--- config.mk ---
export PLATFORM = sky130hd
export DESIGN_NAME = inc_sinc_decimator
export DESIGN_NICKNAME = d
export VERILOG_FILES = /design/src/rtl/inc_sinc_pkg.sv /design/src/rtl/inc_sinc_spi_readout.sv /design/src/rtl/inc_sinc_decimator.sv
export SDC_FILE = /design/constraint.sdc
export NUM_CORES = 1
export LEC_CHECK = 0
export ABC_CLOCK_PERIOD_IN_PS = 3300
export BUFFER_PORTS_ARGS = -buffer_cell sky130_fd_sc_hd__buf_2
export CAP_MARGIN = 30
export CORE_UTILIZATION = 57
export CTS_BUF_LIST = sky130_fd_sc_hd__clkbuf_4 sky130_fd_sc_hd__clkbuf_8
export CTS_CLUSTER_DIAMETER = 60
export DETAILED_ROUTE_END_ITERATION = 8
export PLACE_DENSITY = 0.78
export SKIP_CTS_REPAIR_TIMING = 1
export SYNTH_ARGS = -nofsm -noshare
export SYNTH_HDL_FRONTEND = slang
export SYNTH_SLANG_ARGS = --single-unit
--- constraint.sdc ---
create_clock -name clk -period 3.3 [get_ports clk]
set_input_delay 0 -clock clk [delete_from_list [all_inputs] [get_ports clk]]
set_output_delay 0 -clock clk [all_outputs]
set_load 0.01 [all_outputs]
--- src/rtl/inc_sinc_pkg.sv ---
// Shared types and sizing helpers for the incremental sinc decimator.
package inc_sinc_pkg;

  typedef enum logic [1:0] {
    IDLE = 2'd0,
    CONV = 2'd1,
    DONE = 2'd2
  } state_t;

  // Final integrator of an ORDER-stage cascade over 2^osr_log2 samples fits here.
  function automatic int acc_width(input int order, input int osr_log2);
    return order * osr_log2 + 1;
  endfunction

endpackage

--- src/rtl/inc_sinc_spi_readout.sv ---
// Serial readout of the latest result: synchronised sclk/cs_n, MSB-first shifter.
module inc_sinc_spi_readout #(
  parameter int OUT_W = 12
) (
  input  logic             clk,
  input  logic             rst_n,
  input  logic             sclk,
  input  logic             cs_n,
  input  logic [OUT_W-1:0] load_data,
  output logic             serial_data_out
);

  // Bits [1:0] are the synchroniser, bit [2] is the previous synced value.
  logic [2:0]       sclk_sync;
  logic [2:0]       cs_sync;
  logic [OUT_W-1:0] shreg;
  logic             cs_fall;
  logic             sclk_fall;
  logic             cs_active;

  always_ff @(posedge clk) begin
    if (!rst_n) begin
      sclk_sync <= 3'b000;
      cs_sync   <= 3'b111;
    end else begin
      sclk_sync <= {sclk_sync[1:0], sclk};
      cs_sync   <= {cs_sync[1:0], cs_n};
    end
  end

  assign cs_fall   = cs_sync[2] & ~cs_sync[1];
  assign sclk_fall = sclk_sync[2] & ~sclk_sync[1];
  assign cs_active = ~cs_sync[1];

  // Loading happens only on the cs_n fall, so a result landing mid-frame is not seen.
  always_ff @(posedge clk) begin
    if (!rst_n) begin
      shreg <= '0;
    end else if (cs_fall) begin
      shreg <= load_data;
    end else if (cs_active && sclk_fall) begin
      shreg <= {shreg[OUT_W-2:0], 1'b0};
    end
  end

  assign serial_data_out = cs_active & shreg[OUT_W-1];

endmodule

--- src/rtl/inc_sinc_decimator.sv ---
// Incremental-ADC decimator: ORDER-stage integrator cascade over 2^OSR_LOG2 bits,
// scaled and saturated to OUT_W, with parallel and serial readout.
module inc_sinc_decimator
  import inc_sinc_pkg::*;
#(
  parameter int ORDER    = 2,
  parameter int OSR_LOG2 = 9,
  parameter int OUT_W    = 12,
  parameter int SHIFT    = 6
) (
  input  logic             clk,
  input  logic             rst_n,
  input  logic             start,
  input  logic             continuous,
  input  logic             data_in,
  output logic [OUT_W-1:0] data_out,
  output logic             new_data,
  output logic             busy,
  output logic             overflow,
  input  logic             sclk,
  input  logic             cs_n,
  output logic             serial_data_out
);

  localparam int ACC_W = acc_width(ORDER, OSR_LOG2);
  localparam int EXT_W = (ACC_W > OUT_W) ? ACC_W : OUT_W;
  localparam logic [EXT_W-1:0] MAX_OUT = EXT_W'((64'd1 << OUT_W) - 64'd1);

  state_t              state;
  logic [OSR_LOG2-1:0] count;
  logic                launch;
  logic [ACC_W-1:0]    final_acc;
  logic [EXT_W-1:0]    scaled;
  logic                saturate;

  assign launch = (state == IDLE) && (start || continuous);

  // Combinational cascade: stage k adds the already-updated stage k-1.
  for (genvar k = 0; k < ORDER; k++) begin : g_stage
    logic [ACC_W-1:0] acc;
    logic [ACC_W-1:0] acc_next;

    if (k == 0) begin : g_first
      assign acc_next = acc + ACC_W'(data_in);
    end else begin : g_cascade
      assign acc_next = acc + g_stage[k-1].acc_next;
    end

    always_ff @(posedge clk) begin
      if (!rst_n || launch) begin
        acc <= '0;
      end else if (state == CONV) begin
        acc <= acc_next;
      end
    end
  end

  assign final_acc = g_stage[ORDER-1].acc;
  assign scaled    = EXT_W'(final_acc) >> SHIFT;
  assign saturate  = scaled > MAX_OUT;

  // Continuous restarts pass back through IDLE, giving an N+2 cycle period.
  always_ff @(posedge clk) begin
    if (!rst_n) begin
      state <= IDLE;
    end else begin
      case (state)
        IDLE:    if (start || continuous) state <= CONV;
        CONV:    if (&count) state <= DONE;
        DONE:    state <= IDLE;
        default: state <= IDLE;
      endcase
    end
  end

  always_ff @(posedge clk) begin
    if (!rst_n || launch) begin
      count <= '0;
    end else if (state == CONV) begin
      count <= count + 1'b1;
    end
  end

  always_ff @(posedge clk) begin
    if (!rst_n) begin
      data_out <= '0;
      overflow <= 1'b0;
      new_data <= 1'b0;
    end else begin
      new_data <= (state == DONE);
      if (state == DONE) begin
        data_out <= saturate ? {OUT_W{1'b1}} : scaled[OUT_W-1:0];
        overflow <= saturate;
      end
    end
  end

  assign busy = (state == CONV);

  inc_sinc_spi_readout #(
    .OUT_W(OUT_W)
  ) u_spi (
    .clk            (clk),
    .rst_n          (rst_n),
    .sclk           (sclk),
    .cs_n           (cs_n),
    .load_data      (data_out),
    .serial_data_out(serial_data_out)
  );

endmodule

After elaboration in Yosys (flattened, before gate mapping)
Index checks and enable logic that the tools add are counted.
Storage, ports and cells
  word-level logic and storage cells: 38
  input port bits: 7
  output and inout bits: 16
  bits in registers: 81
Operators by class
  reduce and logical (&&, ||, !) cells: 9
  muxes and demuxes: 6
  add/sub/neg operators: 3
  magnitude comparators: 1
  bitwise logic cells: 5
  eq/ne operators: 4
Operators with widths (count)
  two-way mux 12 bit: 3
  adder 19 x 1 -> 19 bit: 1
  adder 19 bit: 1
  > comparator 13 x 12 -> 1 bit, second input constant: 1
  adder 9 x 1 -> 9 bit, second input constant: 1
  AND reduction 9 bit: 1
  two-way mux 2 bit: 2
  inequality test 2 x 1 -> 1 bit, second input constant: 2
  one-hot mux 2 bit (2 select lines): 1
  AND 1 bit: 3
  == test 2 x 1 -> 1 bit, second input constant: 1
  == test 2 bit, second input constant: 1
  logical AND 1 bit: 2
  zero test 2 bit: 1
  logical OR 1 bit: 2
  NOT 1 bit: 2
  AND reduction 2 bit: 1
  nonzero test 2 bit: 1
  zero test 1 bit: 1

Depth between registers and ports, before layout
  word-level depth: 5
  mapped depth: 15
  mapped depth without buffers: 14

Hierarchy
Synthesis repeated with hierarchy kept, for this count alone.
Second synthesis, totals
  cells, all modules: 519
  area total of the unflattened synthesis: 4371.7 µm²
By module, submodules not included
  inc_sinc_decimator: instances 1, area each 3594.7 µm², sequential area each 1261.2 µm², cells an instance 446
  inc_sinc_spi_readout: instances 1, area each 777.0 µm², sequential area each 360.3 µm², cells an instance 73

Worst setup path before layout
OpenSTA, ideal clock, no wires.
  kind: register to register
  start point: register g_stage[0].acc[0]
  end point: register g_stage[1].acc[18] (netlist: final_acc[18])
  path buffers: 2
  data arrival time: 3.208 ns
  slack: 0.021 ns
  clock period less this slack: 3.279 ns
  library setup time: 0.072 ns
  stages on the path, launching flop included: 15
  data required time: 3.228 ns
  cell sequence: dfxtp_1 > ha_1 > ha_1 > nand3_2 > or4_1 > buf_2 > nor2_1 > xor2_1 > ha_1 > clkbuf_1 > a31o_2 > a221o_1 > a21oi_1 > mux2i_1 > mux2i_1
On the way
  cells in the longest elaborated chain, start to end: 2
Ends and longest elaborated chain
  from (decl): RTL line inc_sinc_decimator.sv:40  | logic [ACC_W-1:0] acc;
  from (signal assigned): RTL line inc_sinc_decimator.sv:53  | acc <= acc_next;
  adder 19 x 1 -> 19 bit: RTL line inc_sinc_decimator.sv:44  | assign acc_next = acc + ACC_W'(data_in);
  via g_stage[0].acc_next[12]: RTL line inc_sinc_decimator.sv:41  | logic [ACC_W-1:0] acc_next;
  adder 19 bit: RTL line inc_sinc_decimator.sv:46  | assign acc_next = acc + g_stage[k-1].acc_next;
  to (signal assigned): RTL line inc_sinc_decimator.sv:53
  to (decl): RTL line inc_sinc_decimator.sv:40
The timed path passes the listed nets, and every way through them passes these cells.
A chain may end at the register's enable or synchronous reset.

Worst setup path in the final report
Ends and elaborated chain as after synthesis.

==> impl_metrics.json <==
{
  "swShare_pct": 25.7,
  "cap_violations": 0,
  "synth.avg_cell_area_um2": 8.30,
  "yosysSeqAreaShare_pct": 37.3,
  "nets": 585,
  "tns_ns": 0,
  "arrival_ns": 3.43,
  "core_um2": 7290,
  "die_h_um": 89.3,
  "grt.met2_usage_pct": 43.4,
  "drive_gt1_share_pct": 13.6,
  "clockRootBuffer": "clkbuf_8",
  "port_buffers": 22,
  "grt.busiest_layer": "met2",
  "postRouteWirelength_mm": 9.42,
  "io_pins": 23,
  "finalCritPeriodShare_pct": 95.8,
  "async_flop_share_pct": 0,
  "critical_path_class": "reg2reg",
  "clkPwrFrac_pct": 38.4,
  "placed_cell_area_um2": 4640,
  "seq_power_share_pct": 56.0,
  "final_area_um2": 4940,
  "hold_start": "start",
  "cellPowerDensity_nw_per_um2": 362,
  "synth_most_common_cell": "dfxtp_1",
  "slowest_stage": "or4_4",
  "grtUsageTotal_pct": 25.5,
  "numCtsBuffers": 9,
  "fin_util_pct": 67.8,
  "cp-end-kind": "register",
  "grt_max_degree": 41,
  "antenna_cells": 0,
  "synth_ff_type": "dfxtp_1",
  "p_leak_nw": 2.16,
  "max-clock-path-buffers": 2,
  "dp_hpwl_mm": 6.77,
  "vdd_drop_max_mv": 0.284,
  "multi_input_area_um2": 2650,
  "grt-ovfl-total": 0,
  "synth_nets": 553,
  "path_buf_inv": 0,
  "internal_power_mw": 1.33,
  "status": "finished clean",
  "yosysWarnings": 0,
  "clk_pin_slew_worst_paths_ns": 0.09,
  "cp_max_fo": 5,
  "grt_pass1_wl_mm": 15.8,
  "syn_area_um2": 4340,
  "cp-start-kind": "register",
  "clk_latency_ns": 0.35,
  "crit_family": "compound AO/OA/AOI/OAI gates",
  "yosys.area.top_type": "dfxtp_1",
  "rr_startpoint": "g_stage[0].acc[0]",
  "htreeDepth": 3,
  "r2r_slack_ns": 0.14,
  "timing.final.ws_setup_ns": 0.139,
  "die_area_um2": 7970,
  "place_congestion": 0.909,
  "fin_worst_skew_ns": 0.0128,
  "synth_edf_count": 0,
  "via_per_inst": 5.74,
  "met3_usage_pct": 3.97,
  "hp-class": "in2reg",
  "grtUsageMet1_pct": 31.5,
  "ys_types": 44,
  "vias": 3782,
  "grt_pass1_vias": 3488,
  "wl_per_cell_um": 14.3,
  "rsz0062_at_grt": "false",
  "antenna_left": 0,
  "crit_start": "g_stage[0].acc[0]",
  "setup_viol": 0,
  "place_ws_ns": -0.00767,
  "dr.pass1.iters": 4,
  "slew_violations": 0,
  "max_slew.worst_pin.slew_ns": 0.736,
  "final-hold-violation-count": 0,
  "period_minus_slack_ns": 3.16,
  "drtIter0Drc": 336,
  "layoutNonFillerInstCount": 659,
  "p_sw_uw": 460,
  "slew_headroom_pct": 50.9,
  "synthTopCellsByCount": "dfxtp_1, nor2_1, nand2_1",
  "crit_chain": "ha_2 -> nand3_1 -> or4_4 -> nor2_4 -> xor2_1 -> ha_1 -> a21o_1 -> a31o_2 -> a221o_1 -> a21oi_2 -> mux2i_1 -> mux2i_1",
  "syn_inst": 523,
  "combPwrFrac_pct": 5.6,
  "antenna_found_initial": 0,
  "fill_cells": 629,
  "regArea_um2": 1620,
  "cts_tree": "built",
  "ys_top_cells_by_area": "dfxtp_1, ha_1, nor2_1, a211oi_1, mux2i_1",
  "placed_cells_incl_taps": 637,
  "max_stage_delay_ns": 0.59,
  "drc": 0,
  "max_freq_ghz": 0.316,
  "crit_path_frequent_cell": "mux2i_1",
  "num_rows": 31,
  "die_w_um": 89.3,
  "initial_core_util_pct": 59.5,
  "numClockSinks": 81,
  "ys_ff_latch": 81,
  "synth_top_area_share_pct": 37.3,
  "worst_ep_required_time_ns": 3.57,
  "synthToLayoutAreaGrowth_pct": 13.8
}
## area by class of cell
class | count | share of cell area (%)
flip-flops and latches | 81 | 32.8
clock buffers | 10 | 2.79
inverters | 6 | 0.456
well taps | 99 | 2.51
repair buffers | 50 | 6.74
multi-input cells | 407 | 53.7
clock inverters | 6 | 1.01
## through the flow
| step | hold WS [ns] | power, mW |
|---|---|---|
| 2_1_floorplan | 0.101 | 1.09 |
| 3_3_place_gp | 0.183 | 1.11 |
| 3_5_place_dp | 0.185 | 1.12 |
| 4_1_cts | -0.185 | 1.80 |
| 5_1_grt | 0.0448 | 1.86 |
| 6_report | 0.0257 | 1.79 |
## worst min-delay path, stage by stage
cell and delay (ns):
buf_2 0.11, nor3_1 0.12, a2111oi_0 0.08
## power groups by stage
stage	Combinational (mW)	Clock (mW)	Sequential (mW)
6_report	0.101	0.686	1.00
3_5_place_dp	0.0956	0	1.02
4_1_cts	0.0958	0.709	0.999
2_1_floorplan	0.0693	0	1.02
3_3_place_gp	0.0920	0	1.02
5_1_grt	0.112	0.748	1.00
## metal layers
layer,share of wire (%),vias up
met5,0,-
li1,-,1934
met2,48,82
met4,1.9,0
met3,3.7,14
met1,46,1752
## path summary, 6_finish.rpt
| check | endpoint | depth (start not counted) |
|---|---|---|
| min reg2reg | u_spi.cs_sync[1] | 1 |
| max | final_acc[18] | 12 |
| min | state[0] | 3 |
| max reg2reg | final_acc[18] | 12 |
## cell usage in the layout, fill, tap and decap left out, types with 10 or more instances in the layout
cell      instances
a211oi_1         26
a21o_1           17
a21oi_1          32
buf_2            22
buf_4            23
clkbuf_8         10
dfxtp_1          80
ha_1             20
mux2i_1          19
nand2_1          46
nand3_1          21
nor2_1           67
o21ai_0          21
or3_1            12
xnor2_1          18
xor2_1           19
## cell families after synthesis
| group | Yosys count | synth area share [%] |
|---|---|---|
| buf+inv | 35 | 3.05 |
| flops | 81 | 37.3 |
| fa+ha+maj | 23 | 6.80 |
| simple gates | 207 | 22.9 |
| xor+xnor | 38 | 7.67 |
| mux | 19 | 4.38 |
| compound gates | 120 | 17.9 |
## flip-flops by register name (all words and copies together), names as in the netlist
register         count
state                2
u_spi.sclk_sync      3
data_out            12
count                9
u_spi.cs_sync        3
new_data             1
g_stage.acc         19
final_acc           19
overflow             1
u_spi.shreg         12
No activity file was read; power rests on OpenSTA's default activity.
